<file path="src/rtl/snn_pkg.sv">
// Shared state encoding and default sizing for the inference sequencer.
package snn_pkg;

   localparam int DEF_STEP_WIDTH   = 8;
   localparam int DEF_OUTPUT_WIDTH = 4;
   localparam int DEF_CLEAR_CYCLES = 2;
   localparam int DEF_TIMEOUT      = 15;

   typedef enum logic [2:0] {
      S_IDLE  = 3'd0,
      S_CLEAR = 3'd1,
      S_RUN   = 3'd2,
      S_WAIT  = 3'd3,
      S_DONE  = 3'd4
   } seq_state_t;

   // An inference is in flight while the network is being cleared, fed or awaited.
   function automatic logic is_busy(input seq_state_t s);
      return (s == S_CLEAR) || (s == S_RUN) || (s == S_WAIT);
   endfunction

endpackage

</file>
<file path="src/rtl/inference_sequencer.sv">
// Sequences one spiking-network inference: clear the network, stream the
// requested number of timesteps, then wait for the output-layer classification
// and report it through done/result/err.
//
// Handshake: a source beat transfers on a clock edge where src_valid and
// src_ready are both high; src_ready is high for every cycle of RUN and low in
// every other state, and net_step marks exactly the cycles that transfer.
module inference_sequencer
   import snn_pkg::*;
#(
   parameter int STEP_WIDTH   = DEF_STEP_WIDTH,
   parameter int OUTPUT_WIDTH = DEF_OUTPUT_WIDTH,
   parameter int CLEAR_CYCLES = DEF_CLEAR_CYCLES,
   parameter int TIMEOUT      = DEF_TIMEOUT
) (
   input  logic                    clk,
   input  logic                    rst,
   input  logic                    start,
   input  logic [STEP_WIDTH-1:0]   num_steps,
   input  logic                    abort,
   input  logic                    src_valid,
   output logic                    src_ready,
   output logic                    net_clear,
   output logic                    net_valid,
   output logic                    net_step,
   input  logic [OUTPUT_WIDTH-1:0] ol_result,
   input  logic                    ol_valid,
   output logic                    busy,
   output logic                    done,
   output logic [OUTPUT_WIDTH-1:0] result,
   output logic                    err
);

   localparam int CW = (CLEAR_CYCLES > 1) ? $clog2(CLEAR_CYCLES) : 1;
   localparam int TW = (TIMEOUT > 1) ? $clog2(TIMEOUT) : 1;

   seq_state_t                state, state_n;
   logic [STEP_WIDTH-1:0]     steps_q, steps_n;
   logic [STEP_WIDTH-1:0]     step_cnt, step_cnt_n, step_inc;
   logic [CW-1:0]             clr_cnt, clr_cnt_n;
   logic [TW-1:0]             tmo_cnt, tmo_cnt_n;
   logic [OUTPUT_WIDTH-1:0]   result_n;
   logic                      err_n;
   logic                      abort_hit;

   // src_ready is registered, so the accepted-beat strobe is the only combinational output.
   assign net_step = src_valid & src_ready;
   assign step_inc = step_cnt + STEP_WIDTH'(1);

   // Next-state and next-value logic; abort overrides every other transition.
   always_comb begin
      state_n    = state;
      steps_n    = steps_q;
      step_cnt_n = step_cnt;
      clr_cnt_n  = clr_cnt;
      tmo_cnt_n  = tmo_cnt;
      result_n   = result;
      err_n      = err;
      abort_hit  = 1'b0;
      case (state)
         S_IDLE: begin
            if (start) begin
               result_n = '0;
               if (num_steps == '0) begin
                  // Nothing to run: report an error without touching the network.
                  err_n   = 1'b1;
                  state_n = S_DONE;
               end else begin
                  err_n      = 1'b0;
                  steps_n    = num_steps;
                  step_cnt_n = '0;
                  clr_cnt_n  = '0;
                  state_n    = S_CLEAR;
               end
            end
         end
         S_CLEAR: begin
            if (clr_cnt == CW'(CLEAR_CYCLES - 1)) begin
               state_n = S_RUN;
            end else begin
               clr_cnt_n = clr_cnt + CW'(1);
            end
         end
         S_RUN: begin
            if (net_step) begin
               step_cnt_n = step_inc;
               if (step_inc == steps_q) begin
                  tmo_cnt_n = '0;
                  state_n   = S_WAIT;
               end
            end
         end
         S_WAIT: begin
            if (ol_valid) begin
               result_n = ol_result;
               err_n    = 1'b0;
               state_n  = S_DONE;
            end else if (tmo_cnt == TW'(TIMEOUT - 1)) begin
               err_n   = 1'b1;
               state_n = S_DONE;
            end else begin
               tmo_cnt_n = tmo_cnt + TW'(1);
            end
         end
         S_DONE: begin
            state_n = S_IDLE;
         end
         default: begin
            state_n = S_IDLE;
         end
      endcase
      if (abort && is_busy(state)) begin
         state_n   = S_IDLE;
         result_n  = result;
         err_n     = err;
         abort_hit = 1'b1;
      end
   end

   // State, counters and all registered outputs; outputs are decoded from the next state.
   always_ff @(posedge clk) begin
      if (rst) begin
         state     <= S_IDLE;
         steps_q   <= '0;
         step_cnt  <= '0;
         clr_cnt   <= '0;
         tmo_cnt   <= '0;
         result    <= '0;
         err       <= 1'b0;
         busy      <= 1'b0;
         done      <= 1'b0;
         net_valid <= 1'b0;
         src_ready <= 1'b0;
         net_clear <= 1'b1;
      end else begin
         state     <= state_n;
         steps_q   <= steps_n;
         step_cnt  <= step_cnt_n;
         clr_cnt   <= clr_cnt_n;
         tmo_cnt   <= tmo_cnt_n;
         result    <= result_n;
         err       <= err_n;
         busy      <= is_busy(state_n);
         done      <= (state_n == S_DONE);
         net_valid <= (state_n == S_RUN);
         src_ready <= (state_n == S_RUN);
         net_clear <= (state_n == S_CLEAR) || abort_hit;
      end
   end

endmodule

</file>
<file path="config.mk">
export PLATFORM = sky130hd
export DESIGN_NAME = inference_sequencer
export DESIGN_NICKNAME = d
export VERILOG_FILES = /design/src/rtl/snn_pkg.sv /design/src/rtl/inference_sequencer.sv
export SDC_FILE = /design/constraint.sdc
export NUM_CORES = 1
export LEC_CHECK = 0
export CORE_ASPECT_RATIO = 1.4
export CORE_MARGIN = 2
export CORE_UTILIZATION = 60
export DETAILED_ROUTE_END_ITERATION = 6
export DONT_BUFFER_PORTS = 1
export PLACE_DENSITY_LB_ADDON = 0.2
export SLEW_MARGIN = 20
export SYNTH_ARGS = -nofsm -noshare
export SYNTH_HDL_FRONTEND = slang
export SYNTH_SLANG_ARGS = --single-unit
export TNS_END_PERCENT = 5
</file>
<file path="constraint.sdc">
create_clock -name clk -period 3.1 [get_ports clk]
set_clock_uncertainty 0.2 [all_clocks]
set_input_delay 0.775 -clock clk [delete_from_list [all_inputs] [get_ports clk]]
set_output_delay 0.775 -clock clk [all_outputs]
set_load 0.005 [all_outputs]
</file>
[Word level (Yosys, flattened, before mapping)]
Cells that the tools add are included.
Storage, ports and cells
  output and inout bits: 11
  bits of input ports: 18
  flip-flop bits (word level): 33
Operators by class
  reduce and logical (&&, ||, !) cells: 18
  multiplexer cells: 31
  equal/unequal tests: 17
  bitwise operators: 3
  add/sub/neg operators: 3
Operators by type and width (count)
  2-to-1 mux 3 bit: 8
  2-to-1 mux 4 bit: 6
  2-to-1 mux 8 bit: 3
  one-hot mux 4 bit (2 select lines): 2
  one-hot mux 8 bit (2 select lines): 1
  != test 2 bit, second input constant: 7
  == test 3 x 2 -> 1 bit, second input constant: 4
  one-hot mux 3 bit (4 select lines): 1
  AND reduction 4 bit: 3
  adder 8 x 1 -> 8 bit, second input constant: 1
  == test 8 bit: 1
  logical NOT 8 bit: 1
  2-to-1 mux 1 bit: 8
  nonzero test 2 bit: 4
  == test 3 x 1 -> 1 bit, second input constant: 2
  AND reduction 3 bit: 2
  logical OR 1 bit: 5
  AND reduction 5 bit: 1
  adder 4 x 1 -> 4 bit, second input constant: 1
  == test 4 bit, second input constant: 1
  one-hot mux 1 bit (2 select lines): 2
  == test 3 bit, second input constant: 1
  logical NOT 3 bit: 1
  != test 3 bit, second input constant: 1
  other kinds (4): 5

[Logic depth before layout (Yosys ltp)]
Gate-level depths: netlist of the first run.
  depth in word-level cells: 9
  depth in mapped cells: 7

[Worst setup path before layout of the first run]
OpenSTA, ideal clock, no wires.
  path type: input to register
  start point: input port num_steps[4]
  end point: register net_clear
  stages: 5
  buffers on the path: 0
  library setup time: 129 ps
  required time: 2771 ps
  data arrival time: 1990 ps
  path slack: 781 ps
  cells stage by stage: or4_4 -> o32ai_1 -> nand2_1 -> a211oi_1 -> a221oi_1
Between the ends
  cells in the longest elaborated chain, start to end: 7
Ends and longest elaborated chain
  from (decl): line inference_sequencer.sv:19  | input logic [STEP_WIDTH-1:0] num_steps,
  logical NOT 8 bit: line inference_sequencer.sv:64  | if (num_steps == '0) begin
  2-to-1 mux 3 bit: line inference_sequencer.sv:64
  2-to-1 mux 3 bit: line inference_sequencer.sv:62  | if (start) begin
  one-hot mux 3 bit (4 select lines): line inference_sequencer.sv:60  | case (state)
  2-to-1 mux 3 bit: line inference_sequencer.sv:112  | if (abort && is_busy(state)) begin
  == test 3 x 1 -> 1 bit: line inference_sequencer.sv:147  | net_clear <= (state_n == S_CLEAR) || abort_hit;
  logical OR 1 bit: line inference_sequencer.sv:147
  to (signal assigned): line inference_sequencer.sv:147
  to (decl): line inference_sequencer.sv:23  | output logic net_clear,
No other way between the ends.
A chain may end at the register's enable or synchronous reset.

[Final worst setup path of the first run]
  start point: register step_cnt[0]
  end point: register tmo_cnt[2]
Between the ends
  cells in the longest elaborated chain, start to end: 4
Ends and longest elaborated chain
  from (decl): line inference_sequencer.sv:39  | logic [STEP_WIDTH-1:0] step_cnt, step_cnt_n, step_inc;
  from (signal assigned): line inference_sequencer.sv:138  | step_cnt <= step_cnt_n;
  adder 8 x 1 -> 8 bit: line inference_sequencer.sv:48  | assign step_inc = step_cnt + STEP_WIDTH'(1);
  == test 8 bit: line inference_sequencer.sv:87  | if (step_inc == steps_q) begin
  != test 2 bit (no source line)
  AND reduction 5 bit (no source line)
  to (signal assigned): line inference_sequencer.sv:140  | tmo_cnt <= tmo_cnt_n;
  to (decl): line inference_sequencer.sv:41  | logic [TW-1:0] tmo_cnt, tmo_cnt_n;
No other way between the ends.

==> results of run 1 <==
## worst paths after layout
| kind | depth (start not counted) | to | slack [ns] | startpoint |
|---|---|---|---|---|
| worst min-delay path | 2 | step_cnt[7]$_SDFFE_PP0P_ | 0.31 | step_cnt[7]$_SDFFE_PP0P_ |
| worst max-delay path | 6 | tmo_cnt[2]$_SDFFE_PP0P_ | 0.74 | step_cnt[0]$_SDFFE_PP0P_ |
| worst max register to register | 6 | tmo_cnt[2]$_SDFFE_PP0P_ | 0.74 | step_cnt[0]$_SDFFE_PP0P_ |
| worst min register to register | 2 | step_cnt[7]$_SDFFE_PP0P_ | 0.31 | step_cnt[7]$_SDFFE_PP0P_ |
## synthesized netlist by cell type (3+ instances only)
cell type / instances
nand3b_1: 3
ha_1: 3
a31oi_1: 4
nand4_1: 3
buf_2: 3
and3_1: 3
nor2_1: 30
o21a_1: 3
xnor2_1: 8
nor3_1: 6
dfxtp_1: 33
clkbuf_1: 6
inv_1: 6
nor2b_1: 3
nand3_1: 10
a21oi_1: 12
mux2i_1: 7
o21ai_1: 7
a22oi_1: 6
o21ai_0: 3
nand2_1: 9
a32oi_1: 3
## cell type report
type	count	area share [%]
multi-input cells	159	55.14
flip-flops and latches	33	35.04
clock buffers	7	4.579
well taps	37	2.455
clock inverters	1	1.593
inverters	6	1.194
## kinds of logic after synthesis
logic type	count (synthesis)	share of synthesized area, %
buffers and inverters	20	5.624
and+or+nand+nor	86	26.18
adders and majority gates	3	2.084
muxes	7	3.889
xor gates and xnor gates	10	4.861
AOI/OAI and AO/OA	53	20.69
DFF	33	36.67
## layer usage
layer	part of all wire, %	vias to the layer above	global-route usage (%)
met3	4.5	10	5.603
li1	-	767	-
met2	53	46	45.23
met4	3.0	0	15.20
met1	39	723	27.99
met5	0	-	0
## critical path: stages, from the launching register on
cell and delay (ns):
dfxtp_1 0.48, ha_1 0.31, and3_1 0.31, a31oi_1 0.13, nor4_2 0.36, and4_1 0.34
a211oi_1 0.10
## registers in the layout (all words and copies together), names as in the netlist
signal,count
net_clear,1
result,4
tmo_cnt,4
done,1
steps_q,8
net_valid,1
err,1
state,3
step_cnt,8
clr_cnt,1
busy,1
## cells in the final DEF (no fill, tap or decap), types with 4 or more instances in the layout
cell,count
dfxtp_1,33
nor2_1,30
a21oi_1,12
nand3_1,10
nand2_1,9
xnor2_1,8
o21ai_1,7
mux2i_1,7
inv_1,6
nor3_1,6
a22oi_1,6
clkbuf_8,6
a31oi_1,4
## per-stage QoR
step | cells | power, mW
floorplan | 212 | 0.5660
global placement | 235 | 0.5714
detailed placement | 235 | 0.5780
CTS | 243 | 0.9935
global route | 243 | 1.023
finish | 243 | 0.9895
## report_power, final
| part | internal [mW] | leakage, nW | total [mW] | switching, mW |
|---|---|---|---|---|
| clock | 0.262 | 0.0585 | 0.420 | 0.158 |
| combinational | 0.0475 | 0.340 | 0.0993 | 0.0517 |
| sequential | 0.445 | 0.269 | 0.470 | 0.0249 |
| total | 0.755 | 0.667 | 0.990 | 0.235 |
==> results.md, run 1 <==
* Worst setup SP type: register
* WL/cell at 16.65 µm
* First-pass GRT wire length at 6520 µm
* Sequential area share after synthesis at 36.67%
* Leak at 0.6671 nW
* Critical path peak fanout at 8
* Core Area at 2878 µm²
* DIE HEIGHT at 68.84 µm
* Peak supply drop at 0.3751 mV
* Antenna violations before repair at 0
* Most used DFF post-synth: dfxtp_1
* GRT overflow at 0
* Fmax at 424.1 MHz
* Finished Core Util at 65.52%
* Setup Crit Path Kind: reg -> reg
* Count of flip-flops with a built-in enable after synthesis at 0
* Synthesized Nets at 233
* Antenna-violating nets left at 0
* Worst hold slack at 0.3076 ns
* Fin. Hold Viols at 0
* Critical path required time at 3.06 ns
* Clk_lat worst skew at 0.29 ns
* Setup Fix Bufs, Post-CTS at 0
* Clock sink count at 33
* First-pass DRT Iterations at 4
* Post-CTS sizing at 0
* Synth Area per Inst at 8.499 µm²
* Mapped Area at 1802 µm²
* Slew @ Worst Pin at 0.8995 ns
* Total GRT Usage at 25.52%
* Largest net degree at the start of global routing at 36
* Drt via density at 6.362
* RSZ-0062 raised after global routing: false
* CTS tree: done
* Post-DP Area at 1769 µm²
* Die area at 3464 µm²
* # hold bufs at CTS at 0
* Ys async rst share at 0%
* Port buffer count at 0
* Reg area at 660.6 µm²
* Initial Util at 62.61%
* Clock root buffer: clkbuf_8
* Setup violations, final at 0
* Area leader, netlist: dfxtp_1
* Fill cell count at 244
* Nets@finish at 226
* TritonCTS Buffers at 5
* YS warnings at 0
* Post-synth cell types at 51
* Row count at 23
* Final WS setup at 0.7419 ns
* Flops & latches, synth at 33
* Final std cell area, no fill at 1886 µm²
* Routed vias at 1546
* PwrDens at 524.8 nW/µm²
* Io pins at 29
* Mapped Cells at 212
* Max Cap Viol at 0
* Relative slew slack at 39.57%
* Status: complete, no violations
* Final worst path period need at 2.358 ns
* Htree depth at 2
* Worst setup EP type: register
* Setup TNS at 0 ns
* Area of the multi-input gates at 1040 µm²
* Layout cells sized above 1 at 7.767%
* CTS max path bufs at 2
* Die W at 50.32 µm
* Pre-CTS setup slack at 0.6206 ns
* CP arrival at 2.32 ns
* Fin crit share at 76.07%
* Hpwl dp at 2992 µm
* Vias in the first global route at 1404
* Drt initial violations at 72
* Post-Route WL at 4046 µm
* Area Growth Syn to Fin at 4.653%
* Reg clk slew, reported paths at 0.07 ns
* RePlAce Congestion at 0.8570
* Post-synth top area share at 36.67%
* Slew Limit Fails at 0
* Synth area leaders: dfxtp_1 37%, nor2_1 6.3%, mux2i_1 3.9%
* Worst Hold Class: reg -> reg
* Ant. Diodes at 0
* # DRC at 0
Note: power is estimated with default switching activity, not from simulation.
==> run 2, diff against run 1 <==
Clock period 3.1 ns to 2.3 ns, I/O delays scaled along.
==> results.md, run 2 (synthesis results as in run 1) <==
* TritonCTS Buffers at 5
* Drt initial violations at 84
* First-pass DRT Iterations at 4
* Switching Share at 23.36%
* Highest-count cells in the layout ignoring fill and taps: 33 x dfxtp_1, 30 x nor2_1, 12 x a21oi_1, 11 x buf_4, 10 x nand3_1
* Htree depth at 2
* Post-Route WL at 4555 µm
* Reg clk slew, reported paths at 0.07 ns
* Clock root buffer: clkbuf_8
* Die area at 3464 µm²
* RePlAce Congestion at 0.8505
* FF-to-FF End: net_clear$_SDFF_PP1_
* PwrDens at 724.0 nW/µm²
* Vias in the first global route at 1618
* Setup Crit Path Kind: reg -> reg
* Hold EP: step_cnt[2]$_SDFFE_PP0P_
* Io pins at 29
* Initial Util at 62.61%
* CP arrival at 2.18 ns
* Worst Hold Class: in -> reg
* Leak at 0.7318 nW
* RSZ-0062 raised after global routing: false
* Comb pwr share at 10.5%
* Worst Reg-to-Reg Cells at 7
* Sequential share of power at 43.7%
* Port buffer count at 0
* Die W at 50.32 µm
* WL/cell at 17.93 µm
* Clock Power Share at 45.8%
* FF-to-FF setup slack at 0.12 ns
* Core Area at 2878 µm²
* Worst setup EP type: register
* Fmax at 458.7 MHz
* Setup violations, final at 0
* Cell Int Power at 1.102 mW
* Row count at 23
* First-pass GRT wire length at 6996 µm
* Total GRT Usage at 27.73%
* Slew Limit Fails at 0
* Layout cells sized above 1 at 13.36%
* Clock sink count at 33
* Max Cap Viol at 0
* Fin. Hold Viols at 0
* CTS tree: done
* Worst setup SP type: register
* Setup TNS at 0 ns
* Fin crit share at 94.78%
* Nets@finish at 237
* Antenna-violating nets left at 0
* Largest net degree at the start of global routing at 36
* Area Growth Syn to Fin at 10.28%
* HP Start: rst
* Critical path required time at 2.30 ns
* Drt via density at 6.583
* Peak supply drop at 0.5869 mV
* Critical path peak fanout at 5
* R2r startpoint: tmo_cnt[0]$_SDFFE_PP0P_
* Commonest non-fill, non-tap cell in the layout: dfxtp_1
* Top flop regs: step_cnt: 8 flops, steps_q: 8 flops
* Clk_lat worst skew at 0.30 ns
* GRT overflow at 0
* Status: complete, no violations
* CTS max path bufs at 2
* Routed vias at 1672
* Hpwl dp at 3200 µm
* Ant. Diodes at 0
* Worst hold slack at 0.1437 ns
* Final worst path period need at 2.180 ns
* Slew @ Worst Pin at 0.5962 ns
* # DRC at 0
* Hold depth at 1
* Antenna violations before repair at 0
* Switching power at 336.0 µW
* Relative slew slack at 60.07%
* DIE HEIGHT at 68.84 µm
## run 2: through the flow
stage,instances,util (%),setup WS [ns],area [µm²],power [mW]
after global placement,246,64.35,0.1374,1852,0.7817
after CTS,254,69.00,0.1214,1986,1.443
final,254,69.04,0.1200,1987,1.438
after global routing,254,69.04,0.0001412,1987,1.484
after detailed placement,246,64.35,0.06126,1852,0.7906
after floorplan,212,-,0.1814,1802,0.7628
## run 2: worst max-delay path: stages (launching register included)
cell and delay (ns):
dfxtp_1 0.41, inv_1 0.11, ha_1 0.22, a31oi_1 0.49, o211ai_1 0.16, nand2_1 0.15
nor3_1 0.06, a221oi_1 0.28
## run 2: worst max-delay path by stage
stage	startpoint	to	slack (ns)
final	tmo_cnt[0]$_SDFFE_PP0P_	net_clear$_SDFF_PP1_	0.12
after global routing	tmo_cnt[0]$_SDFFE_PP0P_	net_clear$_SDFF_PP1_	0.0001
after CTS	step_cnt[1]$_SDFFE_PP0P_	tmo_cnt[2]$_SDFFE_PP0P_	0.12
after detailed placement	num_steps[4]	net_clear$_SDFF_PP1_	0.06
after global placement	num_steps[4]	net_clear$_SDFF_PP1_	0.14
after floorplan	num_steps[4]	net_clear$_SDFF_PP1_	0.18
## run 2: layout make-up
cell class / instances / area (µm²)
multi-input combinational: 159 / 1041
fill: 254 / 890.9
sequential: 33 / 660.6
timing repair buffer: 11 / 82.58
clock buffer: 5 / 68.82
clock inverter: 3 / 65.06
tap: 37 / 46.29
inverter: 6 / 22.52
## run 2: layer usage
| metal | global-route usage (%) | share of wire (%) |
|---|---|---|
| met1 | 27.59 | 36 |
| met2 | 53.78 | 57 |
| met3 | 3.879 | 4.1 |
| met4 | 17.57 | 2.8 |
| met5 | 0 | 0 |
## run 2: what timing repair did
action / 4_1_cts / 5_1_grt
hold buffers: 0 / 0
setup buffers: 0 / 0
resized for setup: 0 / 1
setup endpoints to repair: 0 / 7
## run 2: power groups by stage
stage	combinational, mW	sequential [mW]	clock (mW)
final	0.152	0.628	0.658
after global routing	0.167	0.632	0.684
after CTS	0.152	0.628	0.662
after detailed placement	0.150	0.641	0
after global placement	0.144	0.638	0
after floorplan	0.131	0.632	0
==> run 3, diff against run 2 <==
Settings changed: CORE_MARGIN 2 to 1.
==> results.md, run 3 (synthesis results as in run 1) <==
* WL/cell at 16.66 µm
* Worst Hold Class: in -> reg
* Overall Power at 1.193 mW
* TritonCTS Buffers at 5
* Commonest non-fill, non-tap cell in the layout: dfxtp_1
* Setup TNS at 0 ns
* Largest stage delay, worst path at 0.43 ns
* Critical path required time at 2.26 ns
* Reg area at 660.6 µm²
* Post-Route WL at 4214 µm
* Initial Util at 63.24%
* Worst path slowest cell: dfxtp_1
* Top flop regs: step_cnt: 8 flops, steps_q: 8 flops
* Fmax at 469.5 MHz
* Setup Fix Bufs, Post-CTS at 0
* Die W at 48.32 µm
* Drt initial violations at 68
* Port buffer count at 0
* Ant. Diodes at 0
* Critical path peak fanout at 6
* Switching power at 311.7 µW
* Nets@finish at 236
* Antenna-violating nets left at 0
* Worst setup SP type: register
* Max Cap Viol at 0
* Routed vias at 1612
* First-pass DRT Iterations at 4
* Total GRT Usage at 27.53%
* Drt via density at 6.372
* CTS max path bufs at 2
* Clock sink count at 33
* Io pins at 29
* Fin crit share at 92.60%
* Fin. Hold Viols at 0
* Leak at 0.7051 nW
* Setup violations, final at 0
* First-pass GRT wire length at 6706 µm
* Vias in the first global route at 1506
* Critical Path, Cell by Cell: ha_1 -> buf_4 -> nand3_1 -> nor3b_1 -> nor4_2 -> and4_2 -> o311a_1
* PwrDens at 618.5 nW/µm²
* Highest-count cells in the layout ignoring fill and taps: 33 x dfxtp_1, 30 x nor2_1, 12 x a21oi_1, 10 x nand3_1, 10 x buf_4
* Setup Crit Path Kind: reg -> reg
* Area of the multi-input gates at 1042 µm²
* Die area at 3229 µm²
* Core Area at 2849 µm²
* CP arrival at 2.09 ns
* DIE HEIGHT at 66.84 µm
* Clock root buffer: clkbuf_8
* # hold bufs at CTS at 0
* Relative slew slack at 63.92%
* Antenna violations before repair at 0
* Cell Int Power at 881.6 µW
* Reg clk slew, reported paths at 0.07 ns
* # DRC at 0
* Area Growth Syn to Fin at 7.083%
* Largest net degree at the start of global routing at 36
* Htree depth at 2
* Row count at 23
* Clock Power Share at 34.6%
* Fill cell count at 236
* Final worst path period need at 2.130 ns
* CTS tree: done
* Switching Share at 26.12%
* Hpwl dp at 3200 µm
* Comb pwr share at 12.3%
* Clk_lat worst skew at 0.28 ns
* Peak supply drop at 0.4789 mV
* Slew Limit Fails at 0
* RePlAce Congestion at 0.8834
* Slew @ Worst Pin at 0.5387 ns
* Layout cells sized above 1 at 12.96%
* RSZ-0062 raised after global routing: false
* GRT overflow at 0
* Status: complete, no violations
* Worst setup EP type: register
* Sequential share of power at 53.0%
[run 3: critical path: cells and delay by family (launching register included)]
family | cells | cell delay, ns
AND/OR/NAND/NOR | 4 | 0.73
flip-flops | 1 | 0.43
AO/OA/AOI/OAI | 1 | 0.30
adder cells (fa/ha/maj) | 1 | 0.21
buffers and inverters | 1 | 0.13
[run 3: layer usage]
layer / routed length [µm] / track usage [%] / vias to the layer above
li1: - / - / 790
met1: 1603 / 27.34 / 752
met2: 2287 / 51.76 / 52
met3: 141 / 5.479 / 18
met4: 181 / 18.38 / 0
met5: 0 / 0 / -
[run 3: per-stage QoR]
| step | worst slack [ns] | cell area [µm²] | utilization (%) | std cells | hold slack (ns) |
|---|---|---|---|---|---|
| 3_5_place_dp | 0.1150 | 1844 | 64.73 | 245 | 0.2875 |
| 2_1_floorplan | 0.1814 | 1802 | - | 212 | 0.2665 |
| 3_3_place_gp | 0.1379 | 1844 | 64.73 | 245 | 0.2831 |
| 5_1_grt | 0.02570 | 1929 | 67.72 | 253 | 0.1447 |
| 6_report | 0.1701 | 1929 | 67.72 | 253 | 0.1545 |
| 4_1_cts | 0.09178 | 1927 | 67.63 | 253 | 0.1468 |
[run 3: path summary, 6_finish.rpt]
kind,from,endpoint,slack (ns),depth (start not counted)
worst max register to register,step_cnt[1]$_SDFFE_PP0P_,busy$_SDFF_PP0_,0.17,7
worst min-delay path,rst,tmo_cnt[2]$_SDFFE_PP0P_,0.15,1
worst max-delay path,step_cnt[1]$_SDFFE_PP0P_,busy$_SDFF_PP0_,0.17,7
worst min register to register,step_cnt[7]$_SDFFE_PP0P_,step_cnt[7]$_SDFFE_PP0P_,0.30,2
[run 3: layout make-up]
class | count | share of cell area, %
well taps | 37 | 2.399
clock buffers | 6 | 3.761
repair buffers | 10 | 3.891
multi-input cells | 159 | 54.02
clock inverters | 2 | 0.5188
inverters | 6 | 1.167
flip-flops and latches | 33 | 34.24
[run 3: power groups by stage]
| stage | registers [mW] | logic [mW] | clock network (mW) |
|---|---|---|---|
| 2_1_floorplan | 0.632 | 0.131 | 0 |
| 3_3_place_gp | 0.642 | 0.142 | 0 |
| 3_5_place_dp | 0.645 | 0.147 | 0 |
| 4_1_cts | 0.632 | 0.148 | 0.421 |
| 5_1_grt | 0.635 | 0.162 | 0.450 |
| 6_report | 0.633 | 0.147 | 0.413 |
[run 3: repair_timing]
action | 4_1_cts | 5_1_grt
hold endpoints to repair | 0 | 0
endpoints found under the setup margin | 0 | 8
gates resized for setup | 0 | 2
